==> src/rtl/ball_motion_ctrl_pkg.sv <==
// game_pkg: shared definitions for the Breakout ball/paddle sequencer.
//   - game_state_t : FSM encoding, which is also the game_state output encoding
//   - dir_t        : per-axis ball direction
//   - screen geometry, motion constants and the derived playfield limits
package game_pkg;

    typedef enum logic [1:0] {
        ST_SERVE = 2'd0,
        ST_PLAY  = 2'd1,
        ST_MISS  = 2'd2,
        ST_OVER  = 2'd3
    } game_state_t;

    typedef enum logic {
        DIR_POS = 1'b0,
        DIR_NEG = 1'b1
    } dir_t;

    localparam int SCREEN_W     = 1440;
    localparam int SCREEN_H     = 900;
    localparam int BORDER       = 10;
    localparam int BALL_SIZE    = 24;
    localparam int PADDLE_W     = 120;
    localparam int PADDLE_Y     = 850;
    localparam int BALL_SPEED   = 4;
    localparam int PADDLE_SPEED = 8;
    localparam int MISS_FRAMES  = 60;
    localparam int START_LIVES  = 3;

    // Playfield limits
    localparam int X_MIN  = BORDER;
    localparam int BX_MAX = SCREEN_W - BORDER - BALL_SIZE - 1;
    localparam int Y_MIN  = BORDER + 1;
    localparam int PX_MAX = SCREEN_W - BORDER - PADDLE_W - 1;
    localparam int MISS_Y = SCREEN_H - BORDER - BALL_SIZE;

    // Serve geometry: ball centred on the paddle, resting one row above it
    localparam int PADDLE_X_RST = (SCREEN_W - PADDLE_W) / 2;
    localparam int BALL_X_OFS   = (PADDLE_W - BALL_SIZE) / 2;
    localparam int BALL_X_RST   = PADDLE_X_RST + BALL_X_OFS;
    localparam int BALL_Y_SERVE = PADDLE_Y - BALL_SIZE - 1;

endpackage

==> src/rtl/ball_motion_ctrl_paddle_mover.sv <==
// paddle_mover: paddle horizontal position register.
//   clk, rst       : clock, asynchronous active-high reset
//   en             : advance one step this cycle (frame tick while not game over)
//   btn_left/right : debounced direction levels; both or neither means no move
//   paddle_x       : registered paddle left column
//   paddle_x_next  : value paddle_x takes at the next edge (lets the ball track it in SERVE)
module paddle_mover
    import game_pkg::*;
(
    input  logic        clk,
    input  logic        rst,
    input  logic        en,
    input  logic        btn_left,
    input  logic        btn_right,
    output logic [10:0] paddle_x,
    output logic [10:0] paddle_x_next
);

    localparam logic signed [11:0] STEP   = 12'(PADDLE_SPEED);
    localparam logic signed [11:0] SX_MIN = 12'(X_MIN);
    localparam logic signed [11:0] SX_MAX = 12'(PX_MAX);

    // Saturate a signed candidate position onto the legal paddle range
    function automatic logic [10:0] clamp_paddle(input logic signed [11:0] v);
        if (v < SX_MIN)
            return 11'(X_MIN);
        else if (v > SX_MAX)
            return 11'(PX_MAX);
        else
            return v[10:0];
    endfunction

    logic signed [11:0] pos;

    always_comb begin
        pos           = $signed({1'b0, paddle_x}) + (btn_left ? -STEP : STEP);
        paddle_x_next = paddle_x;
        if (en && (btn_left ^ btn_right))
            paddle_x_next = clamp_paddle(pos);
    end

    always_ff @(posedge clk or posedge rst) begin
        if (rst)
            paddle_x <= 11'(PADDLE_X_RST);
        else
            paddle_x <= paddle_x_next;
    end

endmodule

==> src/rtl/ball_motion_ctrl.sv <==
// ball_motion_ctrl: per-frame Breakout sequencer (serve/play/miss/over).
//   clk, rst     : clock, asynchronous active-high reset
//   frame_tick   : one-cycle pulse per frame; all game state advances only on it
//   btn_left/right/launch : debounced button levels
//   paddle_x/y   : paddle left column / fixed top row
//   ball_x/y     : ball left column / top row
//   lives        : remaining lives
//   game_state   : 0 SERVE, 1 PLAY, 2 MISS, 3 OVER
//   miss_pulse   : one-cycle pulse when the ball passes the paddle
module ball_motion_ctrl
    import game_pkg::*;
(
    input  logic        clk,
    input  logic        rst,
    input  logic        frame_tick,
    input  logic        btn_left,
    input  logic        btn_right,
    input  logic        btn_launch,
    output logic [10:0] paddle_x,
    output logic [9:0]  paddle_y,
    output logic [10:0] ball_x,
    output logic [9:0]  ball_y,
    output logic [1:0]  lives,
    output logic [1:0]  game_state,
    output logic        miss_pulse
);

    localparam logic signed [11:0] BSTEP    = 12'(BALL_SPEED);
    localparam logic signed [11:0] SX_MIN   = 12'(X_MIN);
    localparam logic signed [11:0] SBX_MAX  = 12'(BX_MAX);
    localparam logic signed [11:0] SY_MIN   = 12'(Y_MIN);
    localparam logic signed [11:0] SMISS_Y  = 12'(MISS_Y);
    localparam logic signed [11:0] SBALL    = 12'(BALL_SIZE);
    localparam logic signed [11:0] SPAD_Y   = 12'(PADDLE_Y);
    localparam logic signed [11:0] SPAD_W   = 12'(PADDLE_W);

    game_state_t        state;
    dir_t               dx, dy;
    logic [5:0]         miss_cnt;
    logic [10:0]        paddle_x_next;

    logic signed [11:0] bx_s, by_s, px_s, nx, ny;
    logic               hit, miss;
    logic [10:0]        x_play;
    logic [9:0]         y_play;
    dir_t               dx_play, dy_play;
    logic [1:0]         lives_dec;

    assign paddle_y   = 10'(PADDLE_Y);
    assign game_state = state;

    paddle_mover u_paddle (
        .clk           (clk),
        .rst           (rst),
        .en            (frame_tick && (state != ST_OVER)),
        .btn_left      (btn_left),
        .btn_right     (btn_right),
        .paddle_x      (paddle_x),
        .paddle_x_next (paddle_x_next)
    );

    // Candidate ball step for PLAY; wall clamps and paddle bounce resolved here.
    // X and Y are resolved independently so a corner reflects both axes at once.
    always_comb begin
        bx_s = $signed({1'b0, ball_x});
        by_s = $signed({2'b00, ball_y});
        px_s = $signed({1'b0, paddle_x});
        nx   = bx_s + ((dx == DIR_POS) ? BSTEP : -BSTEP);
        ny   = by_s + ((dy == DIR_POS) ? BSTEP : -BSTEP);

        // Paddle contact uses the pre-move ball and the pre-move paddle
        hit = (dy == DIR_POS) && (ny + SBALL >= SPAD_Y) && (by_s + SBALL < SPAD_Y) &&
              (bx_s + SBALL >= px_s) && (bx_s <= px_s + SPAD_W);

        x_play  = nx[10:0];
        dx_play = dx;
        if (nx < SX_MIN) begin
            x_play  = 11'(X_MIN);
            dx_play = DIR_POS;
        end else if (nx > SBX_MAX) begin
            x_play  = 11'(BX_MAX);
            dx_play = DIR_NEG;
        end

        y_play  = ny[9:0];
        dy_play = dy;
        miss    = 1'b0;
        if (ny < SY_MIN) begin
            y_play  = 10'(Y_MIN);
            dy_play = DIR_POS;
        end else if (hit) begin
            y_play  = 10'(BALL_Y_SERVE);
            dy_play = DIR_NEG;
        end else if (ny >= SMISS_Y) begin
            miss = 1'b1;
        end

        lives_dec = (lives != 2'd0) ? lives - 2'd1 : lives;
    end

    always_ff @(posedge clk or posedge rst) begin
        if (rst) begin
            state      <= ST_SERVE;
            ball_x     <= 11'(BALL_X_RST);
            ball_y     <= 10'(BALL_Y_SERVE);
            dx         <= DIR_POS;
            dy         <= DIR_NEG;
            lives      <= 2'(START_LIVES);
            miss_cnt   <= 6'd0;
            miss_pulse <= 1'b0;
        end else begin
            // Pulse lasts exactly one clock, independent of the frame rate
            miss_pulse <= 1'b0;
            if (frame_tick) begin
                case (state)
                    ST_SERVE: begin
                        ball_x <= paddle_x_next + 11'(BALL_X_OFS);
                        ball_y <= 10'(BALL_Y_SERVE);
                        if (btn_launch) begin
                            state <= ST_PLAY;
                            dx    <= DIR_POS;
                            dy    <= DIR_NEG;
                        end
                    end
                    ST_PLAY: begin
                        ball_x <= x_play;
                        ball_y <= y_play;
                        dx     <= dx_play;
                        dy     <= dy_play;
                        if (miss) begin
                            lives      <= lives_dec;
                            miss_pulse <= 1'b1;
                            miss_cnt   <= 6'd0;
                            state      <= (lives_dec != 2'd0) ? ST_MISS : ST_OVER;
                        end
                    end
                    ST_MISS: begin
                        if (miss_cnt == 6'(MISS_FRAMES - 1))
                            state <= ST_SERVE;
                        else
                            miss_cnt <= miss_cnt + 6'd1;
                    end
                    ST_OVER: begin
                        if (btn_launch) begin
                            lives <= 2'(START_LIVES);
                            state <= ST_SERVE;
                        end
                    end
                    default: state <= ST_SERVE;
                endcase
            end
        end
    end

endmodule

==> config.mk <==
export PLATFORM = sky130hd
export DESIGN_NAME = ball_motion_ctrl
export DESIGN_NICKNAME = d
export VERILOG_FILES = /design/src/rtl/ball_motion_ctrl_pkg.sv /design/src/rtl/ball_motion_ctrl_paddle_mover.sv /design/src/rtl/ball_motion_ctrl.sv
export SDC_FILE = /design/constraint.sdc
export NUM_CORES = 1
export LEC_CHECK = 0
export BUFFER_PORTS_ARGS = -buffer_cell sky130_fd_sc_hd__buf_2
export CAP_MARGIN = 40
export CELL_PAD_IN_SITES_DETAIL_PLACEMENT = 0
export CELL_PAD_IN_SITES_GLOBAL_PLACEMENT = 1
export CORE_MARGIN = 8
export CORE_UTILIZATION = 41
export DETAILED_ROUTE_END_ITERATION = 16
export PLACE_DENSITY = 0.76
export SETUP_SLACK_MARGIN = 0.4
export SLEW_MARGIN = 25
export SYNTH_ARGS = -nofsm -noshare
export SYNTH_HDL_FRONTEND = slang
export SYNTH_SLANG_ARGS = --single-unit
==> constraint.sdc <==
create_clock -name clk -period 3.6 [get_ports clk]
set_clock_uncertainty 0.05 [all_clocks]
set_input_delay 1.08 -clock clk [delete_from_list [all_inputs] [get_ports clk]]
set_output_delay 1.08 -clock clk [all_outputs]
set_load 0.1 [all_outputs]
### After elaboration in Yosys (flattened, before gate mapping)

Index checks and enable logic that the tools add are counted.

| storage, ports and cells | value |
|---|---|
| word-level logic and storage cells | 100 |
| flip-flop bits (word level) | 45 |
| output and inout bits | 47 |

| cells by class | value |
|---|---|
| equal/unequal tests | 12 |
| mux-type cells | 39 |
| reductions and logical operators | 18 |
| add/sub/neg operators | 10 |
| order comparisons | 10 |
| bitwise gates (word level) | 2 |

Operator list:

| kind | count |
|---|---|
| 2-to-1 mux 11 bit | 5 |
| < comparator 12 x 5 -> 1 bit (second input constant) | 3 |
| 2-to-1 mux 12 bit | 3 |
| adder 12 bit | 2 |
| greater-or-equal comparator 12 x 11 -> 1 bit (second input constant) | 2 |
| > comparator 12 bit (second input constant) | 2 |
| case mux 11 bit (2 select lines) | 1 |
| 2-to-1 mux 10 bit | 2 |
| case mux 10 bit (2 select lines) | 1 |
| AND reduction 4 bit | 4 |
| 2-to-1 mux 2 bit | 7 |
| 2-to-1 mux 1 bit | 13 |
| adder 11 x 12 -> 12 bit | 1 |
| adder 11 x 5 -> 12 bit (second input constant) | 1 |
| adder 11 x 7 -> 12 bit (second input constant) | 1 |
| adder 12 x 6 -> 12 bit (second input constant) | 1 |
| greater-or-equal comparator 12 bit | 1 |
| <= comparator 12 bit | 1 |
| 2-to-1 mux 6 bit | 2 |
| inequality test 2 bit (second input constant) | 6 |
| case mux 6 bit (2 select lines) | 1 |
| adder 10 x 5 -> 11 bit (second input constant) | 1 |
| adder 11 x 6 -> 11 bit (second input constant) | 1 |
| < comparator 11 x 10 -> 1 bit (second input constant) | 1 |
| 16 further kinds | 28 |

### Longest topological paths before layout

Gate-level depths: netlist (run 1).

| logic depth | value |
|---|---|
| word-level depth | 13 |
| gate-level depth with buffers | 15 |
| depth with buffers taken out | 14 |

### By module

Synthesis (run 1) repeated with hierarchy kept, for this count alone.

| second synthesis, totals | value |
|---|---|
| cell total of the unflattened synthesis | 576 |
| area total of the unflattened synthesis | 4810.9 µm² |

Modules (own cells, without submodules):

| module | cells an instance | area an instance (µm²) | times used | sequential area each (µm²) |
|---|---|---|---|---|
| ball_motion_ctrl | 470 | 3849.9 | 1 | 867.1 |
| paddle_mover | 106 | 960.9 | 1 | 280.3 |

### Least setup slack after synthesis (run 1)

Ideal clock, no wire load.

| path | value |
|---|---|
| path kind | in2reg |
| start point | input btn_left |
| end point | register ball_x[10] |
| setup slack | -0.697 ns |
| setup time | 0.126 ns |
| arrival time | 4.121 ns |
| cell stages on the path | 15 |
| path buffers | 1 |
| cell sequence | fa_1 clkbuf_2 a21oi_1 nor3_1 a211oi_1 xnor2_1 o21ai_2 a2111oi_0 a21oi_1 ha_1 nor3_1 a31oi_1 nor4b_1 xnor2_1 o21ai_1 |

| on the way | value |
|---|---|
| cells in the longest elaborated chain, start to end | 8 |
| elaborated cells between the ends (all ways) | 11 |

RTL lines:

| what | line | RTL |
|---|---|---|
| start: declaration | ball_motion_ctrl.sv:16 | `input logic btn_left,` |
| 2-to-1 mux 12 bit | ball_motion_ctrl_paddle_mover.sv:36 | `pos = $signed({1'b0, paddle_x}) + (btn_left ? -STEP : STEP);` |
| adder 12 bit | ball_motion_ctrl_paddle_mover.sv:36 |  |
| > comparator 12 bit | ball_motion_ctrl_paddle_mover.sv:27 | `else if (v > SX_MAX)` |
| 2-to-1 mux 11 bit | ball_motion_ctrl_paddle_mover.sv:27 |  |
| 2-to-1 mux 11 bit | ball_motion_ctrl_paddle_mover.sv:25 | `if (v < SX_MIN)` |
| 2-to-1 mux 11 bit * | ball_motion_ctrl_paddle_mover.sv:38 | `if (en && (btn_left ^ btn_right))` |
| adder 11 x 6 -> 11 bit * | ball_motion_ctrl.sv:117 | `ball_x <= paddle_x_next + 11'(BALL_X_OFS);` |
| case mux 11 bit (2 select lines) * | ball_motion_ctrl.sv:115 | `case (state)` |
| end signal: assignment | ball_motion_ctrl.sv:104 | `ball_x <= 11'(BALL_X_RST);` |
| end signal: assignment | ball_motion_ctrl.sv:117 |  |
| end signal: assignment | ball_motion_ctrl.sv:126 | `ball_x <= x_play;` |
| end: declaration | ball_motion_ctrl.sv:21 | `output logic [10:0] ball_x,` |

Mark *: on every way between the ends. The rest lies on a longest branch, timed or not.
A chain may end at the register's enable or synchronous reset.

### Worst setup path in the final report (run 1)

Same ends and word-level chain as after synthesis.

==> flow_metrics.env, run 1 <==
export IMPL_port_buffers=42
export IMPL_wirelength_um=14800
export IMPL_synth_mux_area_frac=0.0113
export IMPL_ant_nets=0
export IMPL_synth_xor_xnor_area_share=0.0823
export IMPL_status="finished with violations"
export IMPL_vias_per_cell=5.59
export IMPL_std_cell_rows=39
export IMPL_n_antenna_cell=0
export IMPL_first_global_vias=4683
export IMPL_crit_chain="buf_12 -> buf_6 -> ha_4 -> a21o_1 -> a311o_1 -> a32oi_2 -> o31a_1 -> o21ai_4 -> a2111oi_4 -> a21oi_2 -> ha_4 -> nor3_2 -> a31oi_2 -> nor4b_2 -> xnor2_1 -> o21ai_1"
export IMPL_fmax_mhz=262
export IMPL_cts_buffer_depth=2
export IMPL_cts_buffers=5
export IMPL_drc=0
export IMPL_initial_core_util=0.415
export IMPL_firstDrtPassIters=4
export IMPL_gp_congestion=0.863
export IMPL_fin_nets=750
export IMPL_die_y_um=123
export IMPL_synth_edf_count=0
export IMPL_yosys_area_top_type="dfrtp_1"
export IMPL_violations="negative setup slack"
export IMPL_h_tree_depth=2
export IMPL_post_route_min_period_ps=3820
export IMPL_area_growth_pct=42.4
export IMPL_cts_root_buf="clkbuf_16"
export IMPL_synthTopCellsByArea="dfrtp_1, ha_1, dfstp_2"
export IMPL_yosys_area_share_simple=0.176
export IMPL_synth_most_common_cell="ha_1"
export IMPL_gr_total_overflow=0
export IMPL_core_area_sq_um=11200
export IMPL_synth_compound_area_frac=0.255
export IMPL_clkTransAtPathRegs_ps=60
export IMPL_finalWorstSetupSlack_ps=-221
export IMPL_synth_warnings=0
export IMPL_multi_input_area_sq_um=3850
export IMPL_worstPathMaxFanout=6
export IMPL_die_area_sq_um=15000
export IMPL_final_util=0.590
export IMPL_synth_seq_cells=45
export IMPL_regArea_sq_um=1170
export IMPL_maxSlewViolCount=0
export IMPL_grt_max_degree=26
export IMPL_drive_gt1_frac=0.400
export IMPL_rsz0062_at_grt="true"
export IMPL_crit_type="in2reg"
export IMPL_synth_top_flop_cell="dfrtp_1"
export IMPL_hpwl_um=11000
export IMPL_synthTopCellsByCount="ha_1, nor2_1, inv_1"
export IMPL_critPathCaptureType="flip-flop"
export IMPL_synth_top_family_by_area="compound AO/OA/AOI/OAI gates"
export IMPL_cp_required_ps=3720
export IMPL_synth_fa_ha_area_frac=0.158
export IMPL_cpLargestDelayFamily="compound AO/OA/AOI/OAI gates"
export IMPL_drt_iter0_drc=134
export IMPL_syn_area_sq_um=4650
export IMPL_grt_usage=0.197
export IMPL_yosysSeqAreaShare=0.247
export IMPL_ys_async_sr_fraction=1.00
export IMPL_final_cells=831
export IMPL_ios=53
export IMPL_clock_sinks=45
export IMPL_fin_crit_sh=1.06
export IMPL_holdBufCountCts=0
export IMPL_worst_slew_pin_slew_ps=633
export IMPL_cts_tree="yes"
export IMPL_setup_violations_final=4
export IMPL_critical_path_slowest_cell="a2111oi_4"
export IMPL_die_width_um=123
export IMPL_final_setup_tns_ps=-507
export IMPL_avgSynthCellArea_sq_um=8.46
export IMPL_critPathMaxStageDelay_ps=320
export IMPL_arrival_ps=3940
export IMPL_synth_cells=550
export IMPL_nFillCells=978
export IMPL_grt_pass1_wl_um=23800
export IMPL_crit_buf_inv=2
export IMPL_antenna_found_initial=0
export IMPL_path_common_cell="ha_4"
export IMPL_dp_worst_setup_slack_ps=-776
export IMPL_num_vias=4642
export IMPL_max_cap_viol_count=0
export IMPL_critPathLaunchType="input pin"
export IMPL_yosysUniqueCellTypes=86
export IMPL_wl_per_cell_um=17.8
export IMPL_synth_top_area_frac=0.151
export IMPL_place_inst=787
export IMPL_clk_insertion_delay_late_ps=300
export IMPL_hold_path_class="reg2reg"
export IMPL_maxSlewHeadroom=0.578
export IMPL_finalHoldViolCount=0
## per-layer routing
layer	routed length [um]	share of wire	track usage	up-vias
met2	7310	0.49	0.343	105
met4	340	0.023	0.0678	0
li1	-	-	-	2265
met3	572	0.039	0.0225	23
met1	6560	0.44	0.248	2249
met5	0	0	0	-
## worst paths after layout
check	from	endpoint	slack [ps]	cells after the start
max	btn_left	ball_x[10]$_DFFE_PP0P_	-220	16
min	miss_cnt[0]$_DFFE_PP0P_	miss_cnt[0]$_DFFE_PP0P_	460	1
max reg2reg	u_paddle.paddle_x[4]$_DFF_PP1_	ball_x[10]$_DFFE_PP0P_	50	15
min reg2reg	miss_cnt[0]$_DFFE_PP0P_	miss_cnt[0]$_DFFE_PP0P_	460	1
max in group asynchronous	rst	u_paddle.paddle_x[2]$_DFF_PP1_	2300	3
min in group asynchronous	rst	miss_cnt[4]$_DFFE_PP0P_	620	2
## sequential cells by signal, summed over array words and instances, names as in the netlist
| signal | count |
|---|---|
| lives | 2 |
| dx | 1 |
| dy | 1 |
| ball_x | 11 |
| u_paddle.paddle_x | 11 |
| miss_cnt | 6 |
| miss_pulse | 1 |
| game_state | 2 |
| ball_y | 10 |
## cells in the final DEF, fill, tap and decap left out, types with 7 or more instances in the layout
cell,n
o211ai_1,7
dfstp_2,14
buf_2,41
o21ai_0,26
a21o_1,11
conb_1,10
inv_1,35
ha_1,42
o21ai_1,8
nor2_1,41
nand2_1,36
inv_2,7
a21oi_1,25
xnor2_1,24
dfrtp_2,7
xor2_1,7
o21a_1,8
buf_6,9
and3_1,8
a21oi_2,7
dfrtp_1,19
nand3_1,14
nor3_1,8
buf_4,89
ha_4,11
## per-stage QoR
stage          instance area (sq um)  hold WS [ps]
6_report                        6630           456
2_1_floorplan                   4970           428
5_1_grt                         6630           501
3_3_place_gp                    5700           447
3_5_place_dp                    5700           448
4_1_cts                         6490           459
## worst register-to-register path: cells and delay by family (launching register included)
family	cells	cell delay [ps]
compound gates	8	1380
xor+xnor	2	340
fa+ha+maj	2	410
buf+inv	1	130
simple gates	2	460
flops	1	670
## timing repair
item / in CTS / in global routing
endpoints found under the hold margin: 0 / 0
resized for setup: 72 / 23
gates cloned: 1 / 0
setup endpoints to repair: 39 / 41
setup buffers: 28 / 7
pin swaps: 31 / 17
## area by class of cell
cell class | count | area share
Clock inverter | 2 | 0.00585
Timing Repair Buffer | 144 | 0.163
Multi-Input combinational cell | 447 | 0.582
Inverter | 44 | 0.0257
Clock buffer | 6 | 0.0194
Sequential cell | 45 | 0.177
Tap cell | 143 | 0.0270
## cells by family (layout without fill, tap and decap cells)
group | count (synthesis) | in the layout
multiplexers | 5 | 5
other | 2 | 10
adder cells (fa/ha/maj) | 57 | 57
XOR/XNOR | 42 | 42
buffers and inverters | 66 | 196
flip-flops | 45 | 45
AND/OR/NAND/NOR | 164 | 164
AO/OA/AOI/OAI | 169 | 169
Power of run 1 is left out: the tool's default activity adds up to more than one toggle a clock period on the data nets, which glitch-free logic cannot reach.
==> inputs of run 2 (changes only) <==
- ABC_AREA: not set -> 1
- CORE_ASPECT_RATIO: not set -> 2
- CORE_UTILIZATION: 41 -> 39
==> flow_metrics.env, run 2 <==
export IMPL_antenna_found_initial=0
export IMPL_synth_top_flop_cell="dfrtp_1"
export IMPL_maxSlewHeadroom=0.611
export IMPL_synthTopCellsByArea="dfrtp_1, ha_1, nand2_1"
export IMPL_initial_core_util=0.392
export IMPL_synthTopCellsByCount="nand2_1, inv_1, nor2_1"
export IMPL_rsz0062_at_grt="false"
export IMPL_post_route_min_period_ps=3130
export IMPL_die_y_um=171
export IMPL_fin_nets=826
export IMPL_ys_async_sr_fraction=1.00
export IMPL_worstPathMaxFanout=5
export IMPL_crit_type="in2reg"
export IMPL_cts_root_buf="clkbuf_16"
export IMPL_cpLargestDelayFamily="simple AND/OR/NAND/NOR gates"
export IMPL_first_global_vias=4219
export IMPL_cts_tree="yes"
export IMPL_holdBufCountCts=0
export IMPL_drt_iter0_drc=218
export IMPL_ios=53
export IMPL_std_cell_rows=57
export IMPL_drive_gt1_frac=0.233
export IMPL_firstDrtPassIters=5
export IMPL_worst_slew_pin_slew_ps=582
export IMPL_wl_per_cell_um=14.7
export IMPL_fin_crit_sh=0.871
export IMPL_gr_total_overflow=0
export IMPL_synth_seq_cells=45
export IMPL_final_cell_mix="nand2_1, inv_1, nor2_1, nand3_1, ha_1"
export IMPL_grt_usage=0.165
export IMPL_arrival_ps=3310
export IMPL_vias_per_cell=5.00
export IMPL_area_growth_pct=23.8
export IMPL_drc=0
export IMPL_cp_required_ps=3780
export IMPL_crit_chain="buf_16 -> fa_2 -> nand3_4 -> nand2_1 -> nand2_2 -> nand3b_1 -> nand2_2 -> nand3_4 -> buf_6 -> buf_6 -> o21bai_4 -> nand2_2 -> inv_2 -> nand3_1 -> nand2_1 -> nand3_2 -> a21oi_2"
export IMPL_syn_area_sq_um=4700
export IMPL_critPathMaxStageDelay_ps=410
export IMPL_status="complete, no violations"
export IMPL_finalWorstSetupSlack_ps=466
export IMPL_synth_warnings=0
export IMPL_gp_congestion=0.825
export IMPL_max_cap_viol_count=0
export IMPL_synth_cells=692
export IMPL_fmax_mhz=319
export IMPL_wirelength_um=13400
export IMPL_grt_pass1_wl_um=21200
export IMPL_clock_sinks=45
export IMPL_dp_worst_setup_slack_ps=-56.2
export IMPL_clkTransAtPathRegs_ps=60
export IMPL_maxSlewViolCount=0
export IMPL_critical_path_slowest_cell="fa_2"
export IMPL_reg_largest_list="ball_x: 11 flops, u_paddle.paddle_x: 11 flops, ball_y: 10 flops"
export IMPL_critPathLaunchType="input pin"
export IMPL_synth_top_area_frac=0.149
export IMPL_critPathCaptureType="flip-flop"
export IMPL_synth_edf_count=0
export IMPL_setup_violations_final=0
export IMPL_h_tree_depth=2
export IMPL_yosys_area_top_type="dfrtp_1"
export IMPL_clk_insertion_delay_late_ps=290
export IMPL_core_area_sq_um=12000
export IMPL_die_width_um=93.6
export IMPL_finalHoldViolCount=0
export IMPL_crit_buf_inv=4
export IMPL_avgSynthCellArea_sq_um=6.79
export IMPL_synth_most_common_cell="nand2_1"
export IMPL_ant_nets=0
export IMPL_cts_buffer_depth=2
export IMPL_path_common_cell="nand2_2"
export IMPL_cts_buffers=5
export IMPL_port_buffers=42
export IMPL_yosysSeqAreaShare=0.244
export IMPL_die_area_sq_um=16000
export IMPL_grt_max_degree=27
export IMPL_hold_path_class="reg2reg"
export IMPL_n_antenna_cell=0
export IMPL_yosysUniqueCellTypes=44
export IMPL_final_common_cell="nand2_1"
export IMPL_hpwl_um=10300
export IMPL_num_vias=4554
run 2: cell types whose count changed after synthesis, moves of 6 or more:
cell      delta
nor2_1      +20
and3_1       -9
nand2_1    +139
xor2_1      +14
o211ai_1     -6
a21o_1      -11
nand3_1     +39
o21a_1       -7
nor3_1       -9
nand4_1      +9
inv_1       +65
xnor2_1     -24
run 2: layout make-up:
type,instances,area [sq um]
clock buffer,8,146
fill,1246,6160
inverter,110,413
multi-input combinational,529,3430
sequential,45,1160
tap,147,184
timing repair buffer,72,487
run 2: metrics by stage:
step	setup TNS (ps)	instances	hold WS (ps)	cell area [sq um]	util
finish	0	911	430	5820	0.486
detailed placement	-96.5	887	417	5150	0.430
global placement	0	887	411	5150	0.430
CTS	0	895	433	5380	0.449
floorplan	0	700	392	4760	-
global route	0	911	458	5820	0.486
run 2: what timing repair did:
item,4_1_cts,5_1_grt
setup buffers,0,15
hold endpoints to repair,0,0
pin swaps,1,25
endpoints found under the setup margin,6,31
resized for setup,8,78
cloned,0,1
run 2: worst register-to-register path, stage by stage (launching register included):
cell	delay, ps
dfstp_4	630
inv_1	70
fa_2	400
xnor2_2	160
inv_1	70
ha_2	230
nand4_1	100
nand3_1	80
nor2_1	50
o31ai_1	290
nand2_1	150
a21oi_4	210
nand2_2	90
nand2_4	120
nand2_4	90
nand2_1	90
nand2_1	50
run 2: path summary, 6_finish.rpt:
kind | endpoint | start | slack [ps] | cells past startpoint
max | ball_x[9]$_DFFE_PP1P_ | btn_left | 470 | 17
min | miss_cnt[5]$_DFFE_PP0P_ | miss_cnt[5]$_DFFE_PP0P_ | 430 | 2
max reg2reg | miss_cnt[0]$_DFFE_PP0P_ | ball_y[3]$_DFFE_PP1P_ | 560 | 16
min reg2reg | miss_cnt[5]$_DFFE_PP0P_ | miss_cnt[5]$_DFFE_PP0P_ | 430 | 2
max in group asynchronous | u_paddle.paddle_x[7]$_DFF_PP1_ | rst | 2240 | 3
min in group asynchronous | ball_y[1]$_DFFE_PP0P_ | rst | 620 | 2
run 2: logic make-up (layout without fill, tap and decap cells):
kind of cell | after synthesis | count (layout) | share of synthesized area
flip-flops | 45 | 45 | 0.244
AO/OA/AOI/OAI | 97 | 97 | 0.120
AND/OR/NAND/NOR | 333 | 333 | 0.304
other | 2 | 10 | 0.00160
XOR/XNOR | 32 | 32 | 0.0628
adder cells (fa/ha/maj) | 57 | 57 | 0.157
buffers and inverters | 126 | 190 | 0.111
run 2: per-layer routing:
layer	vias up	wire (um)	global-route usage
met5	-	0	0
met4	0	146	0.0424
met3	9	374	0.0197
met2	68	6730	0.280
met1	2111	6120	0.214
li1	2366	-	-
Power of run 2 is left out for the same reason.
==> inputs of run 3 (changes only) <==
- ABC_AREA: 1 -> not set
- CORE_UTILIZATION: 39 -> 41
==> flow_metrics.env, run 3 (synthesized netlist as in run 1, its figures left out) <==
export IMPL_finalHoldViolCount=0
export IMPL_wl_per_cell_um=20.0
export IMPL_grt_pass1_wl_um=25900
export IMPL_first_global_vias=5141
export IMPL_initial_core_util=0.415
export IMPL_status="finished with violations"
export IMPL_final_cell_mix="buf_4, ha_1, buf_2, inv_1, nor2_1"
export IMPL_antenna_found_initial=0
export IMPL_violations="negative setup slack"
export IMPL_ios=53
export IMPL_cts_tree="yes"
export IMPL_cp_required_ps=3730
export IMPL_timing_rr_start="u_paddle.paddle_x[4]$_DFF_PP1_"
export IMPL_hold_depth=2
export IMPL_cts_root_buf="clkbuf_16"
export IMPL_reg_largest_list="ball_x: 11 flops, u_paddle.paddle_x: 11 flops, ball_y: 10 flops"
export IMPL_holdBufCountCts=0
export IMPL_port_buffers=42
export IMPL_drive_gt1_frac=0.429
export IMPL_finalWorstSetupSlack_ps=-277
export IMPL_fmax_mhz=258
export IMPL_drt_iter0_drc=220
export IMPL_hold_path_class="reg2reg"
export IMPL_hp_start="ball_y[8]$_DFFE_PP1P_"
export IMPL_gr_total_overflow=0
export IMPL_clock_sinks=45
export IMPL_critPathCaptureType="flip-flop"
export IMPL_setup_violations_final=4
export IMPL_grt_max_degree=31
export IMPL_cts_buffers=5
export IMPL_grt_usage=0.215
export IMPL_cts_buffer_depth=2
export IMPL_final_util=0.618
export IMPL_post_route_min_period_ps=3880
export IMPL_worstPathMaxFanout=5
export IMPL_critPathLaunchType="input pin"
export IMPL_n_antenna_cell=0
export IMPL_hpwl_um=13000
export IMPL_vias_per_cell=5.81
export IMPL_firstDrtPassIters=4
export IMPL_critical_path_slowest_cell="a2111oi_4"
export IMPL_num_vias=4931
export IMPL_gp_congestion=0.891
export IMPL_h_tree_depth=2
export IMPL_arrival_ps=4010
export IMPL_rsz0062_at_grt="true"
export IMPL_crit_path_start="btn_left"
export IMPL_maxSlewViolCount=0
export IMPL_r2r_cells=14
export IMPL_fin_crit_sh=1.08
export IMPL_critPathMaxStageDelay_ps=320
export IMPL_crit_chain="buf_12 -> buf_12 -> ha_4 -> a21o_1 -> a311o_1 -> a32oi_2 -> o31a_1 -> o21ai_4 -> a2111oi_4 -> a21oi_2 -> ha_4 -> nor3_4 -> a31oi_4 -> nor4b_4 -> xnor2_1 -> o21ai_1"
export IMPL_core_area_sq_um=11200
export IMPL_fin_nets=768
export IMPL_clk_insertion_delay_late_ps=300
export IMPL_drc=0
export IMPL_die_width_um=91.3
export IMPL_clkTransAtPathRegs_ps=70
export IMPL_max_cap_viol_count=0
export IMPL_maxSlewHeadroom=0.535
export IMPL_ant_nets=0
export IMPL_die_area_sq_um=15200
export IMPL_crit_type="in2reg"
export IMPL_area_growth_pct=49.0
export IMPL_worst_slew_pin_slew_ps=697
export IMPL_std_cell_rows=55
export IMPL_wirelength_um=16900
export IMPL_die_y_um=167
export IMPL_final_common_cell="buf_4"
run 3: layer usage:
metal	GRT usage	share of wire	vias to the layer above
li1	-	-	2309
met1	0.187	0.33	2411
met2	0.427	0.58	146
met3	0.0270	0.029	65
met4	0.157	0.066	0
met5	0	0	-
run 3: layout make-up:
type                    instances  area, sq um
clock buffers                   5          125
clock inverters                 3         28.8
fillers                       964         4280
inverters                      44          183
multi-input cells             447         3960
flip-flops and latches         45         1170
well taps                     142          178
repair buffers                162         1280
run 3: what timing repair did:
item	in CTS	in global routing
endpoints found under the setup margin	39	39
pin swaps	47	36
setup buffers	25	17
gates resized for setup	82	48
cloned	1	0
run 3: critical path: cells and delay by family:
| kind | cells | cell delay, ps |
|---|---|---|
| AOI/OAI and AO/OA | 9 | 1700 |
| adders and majority gates | 2 | 450 |
| and+or+nand+nor | 2 | 390 |
| buffers and inverters | 2 | 240 |
| xor gates and xnor gates | 1 | 150 |
run 3: path summary, 6_finish.rpt:
kind	end	slack (ps)
hold reg to reg	ball_y[8]$_DFFE_PP1P_	450
max in group asynchronous	u_paddle.paddle_x[9]$_DFF_PP1_	1980
setup reg to reg	ball_x[10]$_DFFE_PP0P_	30
min in group asynchronous	miss_cnt[5]$_DFFE_PP0P_	830
setup / recovery	ball_x[10]$_DFFE_PP0P_	-280
hold / removal	ball_y[8]$_DFFE_PP1P_	450
run 3: per-stage QoR:
step / worst slack, ps / cells / cell area [sq um] / hold WS, ps / TNS, ps
after floorplan: -279 / 558 / 4970 / 428 / -583
after global placement: -638 / 797 / 5790 / 438 / -3650
after detailed placement: -720 / 797 / 5790 / 438 / -4370
after CTS: -250 / 831 / 6560 / 448 / -621
after global routing: -404 / 848 / 6930 / 470 / -1300
final: -277 / 848 / 6930 / 450 / -907
Power of run 3 is left out for the same reason.
